===== config.mk =====
export PLATFORM = sky130hd
export DESIGN_NAME = reg10_share_arbiter
export DESIGN_NICKNAME = d
export VERILOG_FILES = /design/src/rtl/reg10_share_arbiter.sv
export SDC_FILE = /design/constraint.sdc
export NUM_CORES = 1
export LEC_CHECK = 0
export ABC_AREA = 1
export ABC_CLOCK_PERIOD_IN_PS = 3780
export CAP_MARGIN = 40
export CORE_MARGIN = 2
export CORE_UTILIZATION = 43
export CTS_CLUSTER_DIAMETER = 150
export CTS_CLUSTER_SIZE = 20
export DETAILED_ROUTE_END_ITERATION = 7
export PLACE_DENSITY = 0.85
export SYNTH_ARGS = -nofsm -noshare
export SYNTH_HDL_FRONTEND = slang
export SYNTH_SLANG_ARGS = --single-unit
export TNS_END_PERCENT = 10

===== constraint.sdc =====
create_clock -name clk -period 3.78 [get_ports clk]
set_input_delay 0.756 -clock clk [delete_from_list [all_inputs] [get_ports clk]]
set_output_delay 0.756 -clock clk [all_outputs]
set_load 0.01 [all_outputs]

===== src/rtl/reg10_share_arbiter.sv =====
// +-------------------------------------------------------------------------+
// | reg10_share_arbiter: round-robin, lockable time-sharing of one register |
// | Revision: 1.0                                                            |
// +-------------------------------------------------------------------------+
`default_nettype none

module reg10_share_arbiter #(
  parameter int N_REQ    = 4,
  parameter int W        = 10,
  parameter int HOLD_MAX = 3
) (
  input  logic               clk,
  input  logic               rst,
  input  logic [N_REQ-1:0]   req,
  input  logic [N_REQ-1:0]   lock,
  input  logic [N_REQ*W-1:0] data_in,
  output logic [N_REQ-1:0]   gnt,
  output logic               ld,
  output logic [1:0]         owner,
  output logic               busy,
  output logic [W-1:0]       reg_out
);

  localparam logic [0:0] S_IDLE   = 1'b0;
  localparam logic [0:0] S_GRANT  = 1'b1;
  localparam logic [1:0] HOLD_LIM = 2'(HOLD_MAX);

  logic [0:0]       state_q, state_d;
  logic [N_REQ-1:0] gnt_q, gnt_d;
  logic [1:0]       owner_q, owner_d;
  logic [1:0]       last_q, last_d;
  logic [1:0]       hold_q, hold_d;
  logic [W-1:0]     reg_q;
  logic [W-1:0]     slice_w;
  logic [1:0]       win_w;
  logic             any_req_w;
  logic             keep_w;

  always_ff @(posedge clk or posedge rst) begin
    if (rst) begin
      state_q <= S_IDLE;
      gnt_q   <= '0;
      owner_q <= 2'd0;
      last_q  <= 2'd3;
      hold_q  <= 2'd0;
    end else begin
      state_q <= state_d;
      gnt_q   <= gnt_d;
      owner_q <= owner_d;
      last_q  <= last_d;
      hold_q  <= hold_d;
    end
  end

  // Scan from farthest to nearest so the requester right after last_q wins.
  always_comb begin
    logic [1:0] idx;
    idx   = 2'd0;
    win_w = last_q;
    for (int k = N_REQ; k >= 1; k--) begin
      idx = last_q + 2'(k);
      if (req[idx]) win_w = idx;
    end
  end

  assign any_req_w = |req;
  assign keep_w    = (state_q == S_GRANT) && req[owner_q] && lock[owner_q] &&
                     (hold_q < HOLD_LIM);

  always_comb begin
    state_d = state_q;
    gnt_d   = gnt_q;
    owner_d = owner_q;
    last_d  = last_q;
    hold_d  = hold_q;
    if (keep_w) begin
      hold_d = hold_q + 2'd1;
    end else if (any_req_w) begin
      state_d = S_GRANT;
      gnt_d   = N_REQ'(1) << win_w;
      owner_d = win_w;
      last_d  = win_w;
      hold_d  = 2'd1;
    end else begin
      state_d = S_IDLE;
      gnt_d   = '0;
      hold_d  = 2'd0;
    end
  end

  always_comb begin
    gnt     = gnt_q;
    ld      = |gnt_q;
    busy    = (state_q == S_GRANT);
    owner   = owner_q;
    reg_out = reg_q;
  end

  assign slice_w = data_in[W*owner_q +: W];

  // Shared register built from independent single-bit cells.
  for (genvar b = 0; b < W; b++) begin : g_bit
    always_ff @(posedge clk or posedge rst) begin
      if (rst)     reg_q[b] <= 1'b0;
      else if (ld) reg_q[b] <= slice_w[b];
    end
  end

endmodule

`default_nettype wire

# After elaboration in Yosys (flattened, before gate mapping)
# Cells that the tools add are included.
# word_totals
elab_cells,51
regBits,21
input_bits,50
# op_classes
n_reduce_logical,6
n_mul,1
bitwise,1
n_shift,2
n_lt_le_gt_ge,5
muxes,17
addsub,4
# op_table
op,count
indexed part select 40 x 7 -> 10 bit,1
"less-than comparator 2 x 3 -> 1 bit, second input constant",4
binary-select mux 1 bit (select 2 bit),5
two-way mux 2 bit,4
OR reduction 4 bit,2
two-way mux 1 bit,7
"multiplier 3 x 2 -> 5 bit, first input constant",1
"adder 2 x 1 -> 2 bit, second input constant",2
"adder 2 bit, second input constant",2
two-way mux 4 bit,1
"<< shifter 1 x 2 -> 4 bit, first input constant",1
logical AND 1 bit,3
"less-than comparator 2 bit, second input constant",1
AND reduction 2 bit,1
inverter 1 bit,1

# Longest topological paths before layout
# Gate-level depths: netlist (run 1).
# logic_depth
ltp_word,8
ltp_mapped,12
mapped_depth_nobuf,11

# Worst setup path before layout (run 1)
# Ideal clock, no wire load.
# synth_timing
path_kind,register to output
start,"register gnt_q[1], in the netlist gnt[1]"
end,output ld
n_path_buf,1
arrival_time_ps,845
stages_incl_launch_ff,4
slack_ps,2179
required_time_ps,3024
path_cell_list,dfrtp_1 > nor2_1 > nand2_1 > clkbuf_1
# synth_between
elab_chain_len,1
# synth_rtl
element,line_no,source
from (decl),29,"logic [N_REQ-1:0] gnt_q, gnt_d;"
from (signal assigned),48,gnt_q <= gnt_d;
OR reduction 4 bit,93,ld = |gnt_q;
to (decl),18,"output logic ld,"
# Every way passes these cells.

# Final worst setup path (run 1)
# layout_timing
start,"register owner_q[0], in the netlist owner[0]"
end,output owner[0]
# layout_lines
element,line_no,source
from (decl),30,"logic [1:0] owner_q, owner_d;"
from (signal assigned),49,owner_q <= owner_d;
to (decl),19,"output logic [1:0] owner,"
# No word-level cell between the ends.

==> flow_results.xml, run 1 <==
<?xml version="1.0" encoding="UTF-8"?>
<metrics>
  <group name="clocking">
    <metric name="cts_htree_levels" unit="">1</metric>
    <metric name="cts_root_buf" unit="">clkbuf_4</metric>
    <metric name="worstSkewPairLatency" unit="ns">0.31</metric>
    <metric name="cts_hold_buffers" unit="">0</metric>
    <metric name="cts_repair_resize_count" unit="">0</metric>
    <metric name="clock_tree_from_tritoncts" unit="">built</metric>
    <metric name="postCtsSetupBuffers" unit="">0</metric>
    <metric name="path_clk_slew" unit="ns">0.12</metric>
    <metric name="cts_buffer_depth" unit="">2</metric>
    <metric name="cts.sinks" unit="">21</metric>
    <metric name="number_of_clock_buffers_inserted_by_tritoncts" unit="">3</metric>
  </group>
  <group name="grt">
    <metric name="grt_max_degree" unit="">24</metric>
    <metric name="via_count_of_the_first_global_routing_pass" unit="">1359</metric>
    <metric name="globalRouteMet3Util" unit="%">2.35</metric>
    <metric name="grt.total_usage" unit="%">21.7</metric>
    <metric name="grt_first_pass_wirelength" unit="µm">6060</metric>
    <metric name="met1_usage" unit="%">28.5</metric>
    <metric name="grt_antenna_before_repair" unit="">0</metric>
    <metric name="global_route.overflow_total" unit="">0</metric>
    <metric name="met2_usage" unit="%">38.6</metric>
    <metric name="global_route.peak_usage_layer" unit="">met2</metric>
  </group>
  <group name="critical_path">
    <metric name="worstPathBufferInverterCount" unit="">2</metric>
    <metric name="critical_path.max_fanout" unit="">14</metric>
    <metric name="critical_path.slowest_cell" unit="">dfrtp_1</metric>
    <metric name="cp.arrival" unit="ns">1.75</metric>
    <metric name="cp-end-kind" unit="">output pin</metric>
    <metric name="timing.critical_path.from_type" unit="">flop</metric>
    <metric name="required" unit="ns">3.02</metric>
    <metric name="critical-path-top-delay-family" unit="">buffers and inverters</metric>
    <metric name="crit_path_max_incr_delay" unit="ns">0.62</metric>
    <metric name="criticalPathCategory" unit="">reg -&gt; out</metric>
    <metric name="critical_path.cell_chain" unit="">buf_4 -&gt; clkdlybuf4s50_1</metric>
  </group>
  <group name="layout">
    <metric name="layout-drive-gt1-share" unit="%">14.1</metric>
    <metric name="utilization_after_layout" unit="%">68.8</metric>
    <metric name="antenna_cells_inserted" unit="">0</metric>
    <metric name="area_growth_syn_to_layout" unit="%">51.4</metric>
    <metric name="final_net_count" unit="">315</metric>
    <metric name="layout.filler_cells" unit="">287</metric>
  </group>
  <group name="logic_synthesis">
    <metric name="synth.most_common_cell" unit="">nor2_1</metric>
    <metric name="synth_async_sr_flop_share" unit="%">100</metric>
    <metric name="synth.net_count" unit="">251</metric>
    <metric name="ys_ff_latch" unit="">21</metric>
    <metric name="yosys_warnings" unit="">0</metric>
    <metric name="post_synth_num_cell_types" unit="">23</metric>
    <metric name="synth_common_cells" unit="">nor2_1, nand2_1, o21ai_0, dfrtp_1, nand2_2</metric>
    <metric name="syn-instance-count" unit="">200</metric>
    <metric name="syn-cell-area" unit="µm²">1390</metric>
    <metric name="synth_top_area_share" unit="%">34.3</metric>
    <metric name="synth_enable_flop_cells" unit="">0</metric>
    <metric name="synth_seq_area_share" unit="%">38.1</metric>
    <metric name="postSynthAreaPerCell" unit="µm²">6.93</metric>
    <metric name="synth_ff_type" unit="">dfrtp_1</metric>
    <metric name="synth.largest_area_cell" unit="">dfrtp_1</metric>
    <metric name="leading_cell_types_by_total_area_after_synthesis" unit="">dfrtp_1, nor2_1, nand2_2</metric>
  </group>
  <group name="power">
    <metric name="netSwitchingFraction" unit="%">47.5</metric>
    <metric name="pwr-share-clk" unit="%">6.9</metric>
    <metric name="p_leak" unit="nW">0.935</metric>
    <metric name="intPower" unit="µW">848</metric>
    <metric name="comb_power_share" unit="%">64.5</metric>
    <metric name="power_per_standard_cell_area" unit="nW/µm²">770</metric>
    <metric name="vdd_drop_max" unit="mV">0.391</metric>
    <metric name="register_share_of_total_power" unit="%">28.6</metric>
    <metric name="p_switching" unit="µW">768</metric>
  </group>
  <group name="routing">
    <metric name="dr_total_vias" unit="">1484</metric>
    <metric name="violation_count_after_the_first_detailed_routing_iteration" unit="">84</metric>
    <metric name="wirelength" unit="µm">3650</metric>
    <metric name="drcViolationCount" unit="">0</metric>
    <metric name="routedWlPerCell" unit="µm">11.9</metric>
    <metric name="drt.antenna.violating_nets" unit="">0</metric>
    <metric name="vias_per_cell" unit="">4.83</metric>
    <metric name="drtPass1Iterations" unit="">4</metric>
  </group>
  <group name="sta">
    <metric name="finalSetupViolations" unit="">0</metric>
    <metric name="min_period_over_period" unit="%">66.4</metric>
    <metric name="report.final.slew_viol_count" unit="">0</metric>
    <metric name="slew_headroom" unit="%">48.4</metric>
    <metric name="fmaxAchievable" unit="MHz">398</metric>
    <metric name="grt_setup_unrepaired" unit="">no</metric>
    <metric name="hold_viol" unit="">0</metric>
    <metric name="fin_skew" unit="ns">0.00241</metric>
    <metric name="final.setup.tns" unit="ns">0</metric>
    <metric name="timing_worst_slew_pin_value" unit="ns">0.774</metric>
    <metric name="final_critical_path_time_including_i_o_delays_and_setup" unit="ns">2.51</metric>
  </group>
  <group name="job">
    <metric name="drv_cap" unit="">0</metric>
  </group>
  <group name="floorplan">
    <metric name="die_area" unit="µm²">3690</metric>
    <metric name="placeableCoreArea" unit="µm²">3050</metric>
    <metric name="floorplan.die.width" unit="µm">60.8</metric>
    <metric name="boundaryPins" unit="">68</metric>
    <metric name="initial_utilization" unit="%">45.4</metric>
    <metric name="row_count" unit="">20</metric>
    <metric name="die-height" unit="µm">60.8</metric>
  </group>
  <group name="worst_hold_path">
    <metric name="hold_path_class" unit="">reg -&gt; reg</metric>
  </group>
  <group name="run_status">
    <metric name="outcome" unit="">finished, final reports clean</metric>
  </group>
  <group name="place">
    <metric name="detailed_place_hpwl" unit="µm">2820</metric>
    <metric name="place.port_buffers" unit="">67</metric>
    <metric name="place.gp.congestion" unit="">0.817</metric>
  </group>
</metrics>
==> power groups by stage <==
stage	logic (mW)	registers (mW)	clock network [mW]
after global placement	1.02	0.463	0
after floorplan	0.718	0.443	0
after detailed placement	1.04	0.470	0
after global routing	1.17	0.482	0.122
final	1.04	0.462	0.112
after CTS	1.05	0.464	0.114
==> cell families (layout without fill, tap and decap cells) <==
logic type	count (synthesis)	after routing	synth area share (%)
adder cells (fa/ha/maj)	1	1	0.902
flip-flops	21	21	38.1
buffers and inverters	22	85	7.94
AO/OA/AOI/OAI	36	36	14.2
AND/OR/NAND/NOR	120	120	38.9
==> routing by layer <==
| layer | wire length (µm) | vias to the layer above |
|---|---|---|
| met5 | 0 | - |
| li1 | - | 772 |
| met4 | 33 | 0 |
| met1 | 1520 | 660 |
| met2 | 1950 | 47 |
| met3 | 149 | 5 |
==> registers in the layout, indices dropped and copies added (netlist names) <==
name,cells
gnt,4
owner,2
last_q,2
busy,1
hold_q,2
reg_out,10
==> cell type report <==
| class | instances | area, µm² | share of cell area [%] |
|---|---|---|---|
| flip-flops and latches | 21 | 528 | 25.1 |
| clock buffers | 3 | 22.5 | 1.07 |
| multi-input cells | 157 | 748 | 35.6 |
| repair buffers | 69 | 686 | 32.7 |
| clock inverters | 1 | 5.00 | 0.238 |
| well taps | 44 | 55.1 | 2.62 |
| inverters | 12 | 55.1 | 2.62 |
==> cells in the final DEF, fill, tap and decap left out <==
cell type | netlist | routed
dfrtp_1 | 19 | 19
o21ai_0 | 23 | 23
dfstp_2 | 2 | 2
inv_2 | 3 | 3
nand2_2 | 19 | 19
clkbuf_4 | 0 | 3
nand4_1 | 2 | 2
nand3_2 | 2 | 2
nand2_1 | 28 | 28
inv_8 | 1 | 1
nor2_1 | 56 | 56
a21oi_2 | 1 | 1
clkdlybuf4s50_1 | 0 | 67
nor2_2 | 1 | 1
o21ai_1 | 2 | 2
buf_4 | 0 | 2
ha_1 | 1 | 1
a31oi_1 | 10 | 10
clkinv_2 | 0 | 1
inv_4 | 1 | 1
nand2_4 | 1 | 1
nand3_1 | 11 | 11
inv_1 | 7 | 7
==> metrics by stage <==
stage | total power [mW] | instance area (µm²) | cells | hold slack [ns] | setup WS (ns)
2_1_floorplan | 1.16 | 1390 | 200 | 0.442 | 2.18
3_3_place_gp | 1.49 | 2070 | 303 | 0.469 | 1.61
3_5_place_dp | 1.51 | 2070 | 303 | 0.480 | 1.57
4_1_cts | 1.63 | 2100 | 307 | 0.497 | 1.26
5_1_grt | 1.78 | 2100 | 307 | 0.507 | 1.19
6_report | 1.62 | 2100 | 307 | 0.490 | 1.27
==> path summary, 6_finish.rpt <==
path / startpoint / endpoint / slack (ns) / depth (start not counted)
min in group asynchronous: rst / reg_out[3] / 0.87 / 2
setup / recovery: owner[0] / owner[0] / 1.27 / 2
hold / removal: hold_q[0] / hold_q[0] / 0.49 / 1
setup reg to reg: owner[0] / owner[1] / 1.86 / 9
hold reg to reg: hold_q[0] / hold_q[0] / 0.49 / 1
max in group asynchronous: rst / reg_out[6] / 2.43 / 2
No activity file was read; power rests on OpenSTA's default activity.
==> run 2: changes to the inputs <==
Settings changed: ABC_CLOCK_PERIOD_IN_PS 3780 to 2600, CORE_UTILIZATION 43 to 40, PLACE_DENSITY 0.85 to 0.79.
Clock period 3.78 ns to 2.6 ns, I/O delays scaled along.
==> flow_results.xml, run 2 (synthesized netlist as in run 1, its figures left out) <==
<?xml version="1.0" encoding="UTF-8"?>
<metrics>
  <group name="floorplan">
    <metric name="floorplan.die.width" unit="µm">62.9</metric>
    <metric name="initial_utilization" unit="%">41.5</metric>
    <metric name="die-height" unit="µm">62.9</metric>
    <metric name="row_count" unit="">21</metric>
    <metric name="die_area" unit="µm²">3950</metric>
    <metric name="boundaryPins" unit="">68</metric>
    <metric name="placeableCoreArea" unit="µm²">3340</metric>
  </group>
  <group name="layout">
    <metric name="area_growth_syn_to_layout" unit="%">52.2</metric>
    <metric name="mostFrequentLayoutCell" unit="">clkdlybuf4s50_1</metric>
    <metric name="layout.cells.non_filler" unit="">310</metric>
    <metric name="final_net_count" unit="">316</metric>
    <metric name="layout-drive-gt1-share" unit="%">14.4</metric>
    <metric name="antenna_cells_inserted" unit="">0</metric>
    <metric name="most-common-layout-cells" unit="">clkdlybuf4s50_1, nor2_1, nand2_1</metric>
    <metric name="largest_reg_flops" unit="">10</metric>
  </group>
  <group name="power">
    <metric name="p_leak" unit="nW">0.940</metric>
    <metric name="power_per_standard_cell_area" unit="nW/µm²">1120</metric>
    <metric name="register_share_of_total_power" unit="%">27.3</metric>
    <metric name="vdd_drop_max" unit="mV">0.490</metric>
    <metric name="comb_power_share" unit="%">66.2</metric>
    <metric name="netSwitchingFraction" unit="%">47.2</metric>
    <metric name="pwr-share-clk" unit="%">6.5</metric>
    <metric name="intPower" unit="mW">1.24</metric>
    <metric name="p_switching" unit="mW">1.11</metric>
    <metric name="totalPowerFinal" unit="mW">2.35</metric>
  </group>
  <group name="grt">
    <metric name="grt.total_usage" unit="%">20.2</metric>
    <metric name="grt_antenna_before_repair" unit="">0</metric>
    <metric name="via_count_of_the_first_global_routing_pass" unit="">1473</metric>
    <metric name="grt_first_pass_wirelength" unit="µm">6440</metric>
    <metric name="global_route.overflow_total" unit="">0</metric>
    <metric name="grt_max_degree" unit="">24</metric>
  </group>
  <group name="critical_path">
    <metric name="cp-end-kind" unit="">output pin</metric>
    <metric name="criticalPathCategory" unit="">reg -&gt; out</metric>
    <metric name="timing.critical_path.from_type" unit="">flop</metric>
    <metric name="cp.arrival" unit="ns">1.61</metric>
    <metric name="critical_path.max_fanout" unit="">21</metric>
    <metric name="required" unit="ns">2.08</metric>
  </group>
  <group name="routing">
    <metric name="routedWlPerCell" unit="µm">11.7</metric>
    <metric name="drcViolationCount" unit="">0</metric>
    <metric name="violation_count_after_the_first_detailed_routing_iteration" unit="">130</metric>
    <metric name="vias_per_cell" unit="">4.79</metric>
    <metric name="drt.antenna.violating_nets" unit="">0</metric>
    <metric name="drtPass1Iterations" unit="">4</metric>
    <metric name="dr_total_vias" unit="">1486</metric>
    <metric name="wirelength" unit="µm">3620</metric>
  </group>
  <group name="sta">
    <metric name="finalSetupViolations" unit="">0</metric>
    <metric name="fin_skew" unit="ns">0.00319</metric>
    <metric name="slew_headroom" unit="%">48.4</metric>
    <metric name="final_critical_path_time_including_i_o_delays_and_setup" unit="ns">2.13</metric>
    <metric name="final.hold.worst_slack" unit="ns">0.485</metric>
    <metric name="fmaxAchievable" unit="MHz">470</metric>
    <metric name="hold_viol" unit="">0</metric>
    <metric name="final.setup.tns" unit="ns">0</metric>
    <metric name="report.final.slew_viol_count" unit="">0</metric>
    <metric name="min_period_over_period" unit="%">81.9</metric>
    <metric name="grt_setup_unrepaired" unit="">no</metric>
    <metric name="timing_worst_slew_pin_value" unit="ns">0.773</metric>
  </group>
  <group name="clocking">
    <metric name="number_of_clock_buffers_inserted_by_tritoncts" unit="">3</metric>
    <metric name="cts.sinks" unit="">21</metric>
    <metric name="path_clk_slew" unit="ns">0.11</metric>
    <metric name="worstSkewPairLatency" unit="ns">0.30</metric>
    <metric name="clock_tree_from_tritoncts" unit="">built</metric>
    <metric name="cts_root_buf" unit="">clkbuf_4</metric>
    <metric name="cts_buffer_depth" unit="">2</metric>
    <metric name="cts_htree_levels" unit="">1</metric>
    <metric name="cts_hold_buffers" unit="">0</metric>
    <metric name="postCtsSetupBuffers" unit="">0</metric>
    <metric name="cts_repair_resize_count" unit="">0</metric>
  </group>
  <group name="job">
    <metric name="drv_cap" unit="">0</metric>
  </group>
  <group name="place">
    <metric name="detailed_place_hpwl" unit="µm">2870</metric>
    <metric name="dp_cells" unit="">306</metric>
    <metric name="place.gp.congestion" unit="">0.845</metric>
    <metric name="place.port_buffers" unit="">67</metric>
  </group>
  <group name="run_status">
    <metric name="outcome" unit="">finished, final reports clean</metric>
  </group>
  <group name="worst_hold_path">
    <metric name="hold_path_class" unit="">reg -&gt; reg</metric>
  </group>
</metrics>
## run 2: cell count changes in the layout (fill, tap and decap cells not counted)
cell	change
buf_4	+1
## run 2: per-layer routing
| metal | GRT usage, % | vias to the layer above | routed length (µm) |
|---|---|---|---|
| li1 | - | 776 | - |
| met1 | 23.9 | 665 | 1530 |
| met2 | 36.3 | 38 | 1890 |
| met3 | 4.50 | 7 | 146 |
| met4 | 5.83 | 0 | 65 |
| met5 | 0 | - | 0 |
## run 2: layout make-up
class,instances,area [µm²]
Timing Repair Buffer,70,693
Clock inverter,1,5.00
Tap cell,46,57.6
Fill cell,310,1230
Inverter,12,55.1
Clock buffer,3,22.5
Sequential cell,21,528
Multi-Input combinational cell,157,748
## run 2: worst paths after layout
check / from / endpoint / slack (ns) / cells past startpoint
worst max-delay path: gnt[1] / ld / 0.47 / 4
worst min-delay path: hold_q[0] / hold_q[0] / 0.49 / 1
worst max register to register: owner[0] / owner[1] / 0.98 / 8
worst min register to register: hold_q[0] / hold_q[0] / 0.49 / 1
max in group asynchronous: rst / owner[1] / 1.47 / 2
min in group asynchronous: rst / reg_out[6] / 0.65 / 2
## run 2: power groups by stage
stage | clock network, mW | logic, mW | registers [mW]
after global routing | 0.176 | 1.76 | 0.664
after floorplan | 0 | 1.04 | 0.643
final | 0.154 | 1.56 | 0.642
after CTS | 0.160 | 1.57 | 0.641
after detailed placement | 0 | 1.57 | 0.647
after global placement | 0 | 1.55 | 0.642
## run 2: worst max-delay path, stage by stage, from the launching register on
cell and delay (ns):
dfrtp_1 0.40, nor2_1 0.06, nand2_1 0.06, buf_4 0.22
clkdlybuf4s50_1 0.57
## run 2: through the flow
step           instance area, µm²  util (%)  setup slack [ns]
2_1_floorplan                1390         -              1.22
3_3_place_gp                 2080      62.4             0.728
3_5_place_dp                 2080      62.4             0.641
4_1_cts                      2110      63.2             0.460
5_1_grt                      2110      63.2             0.381
6_report                     2110      63.2             0.472
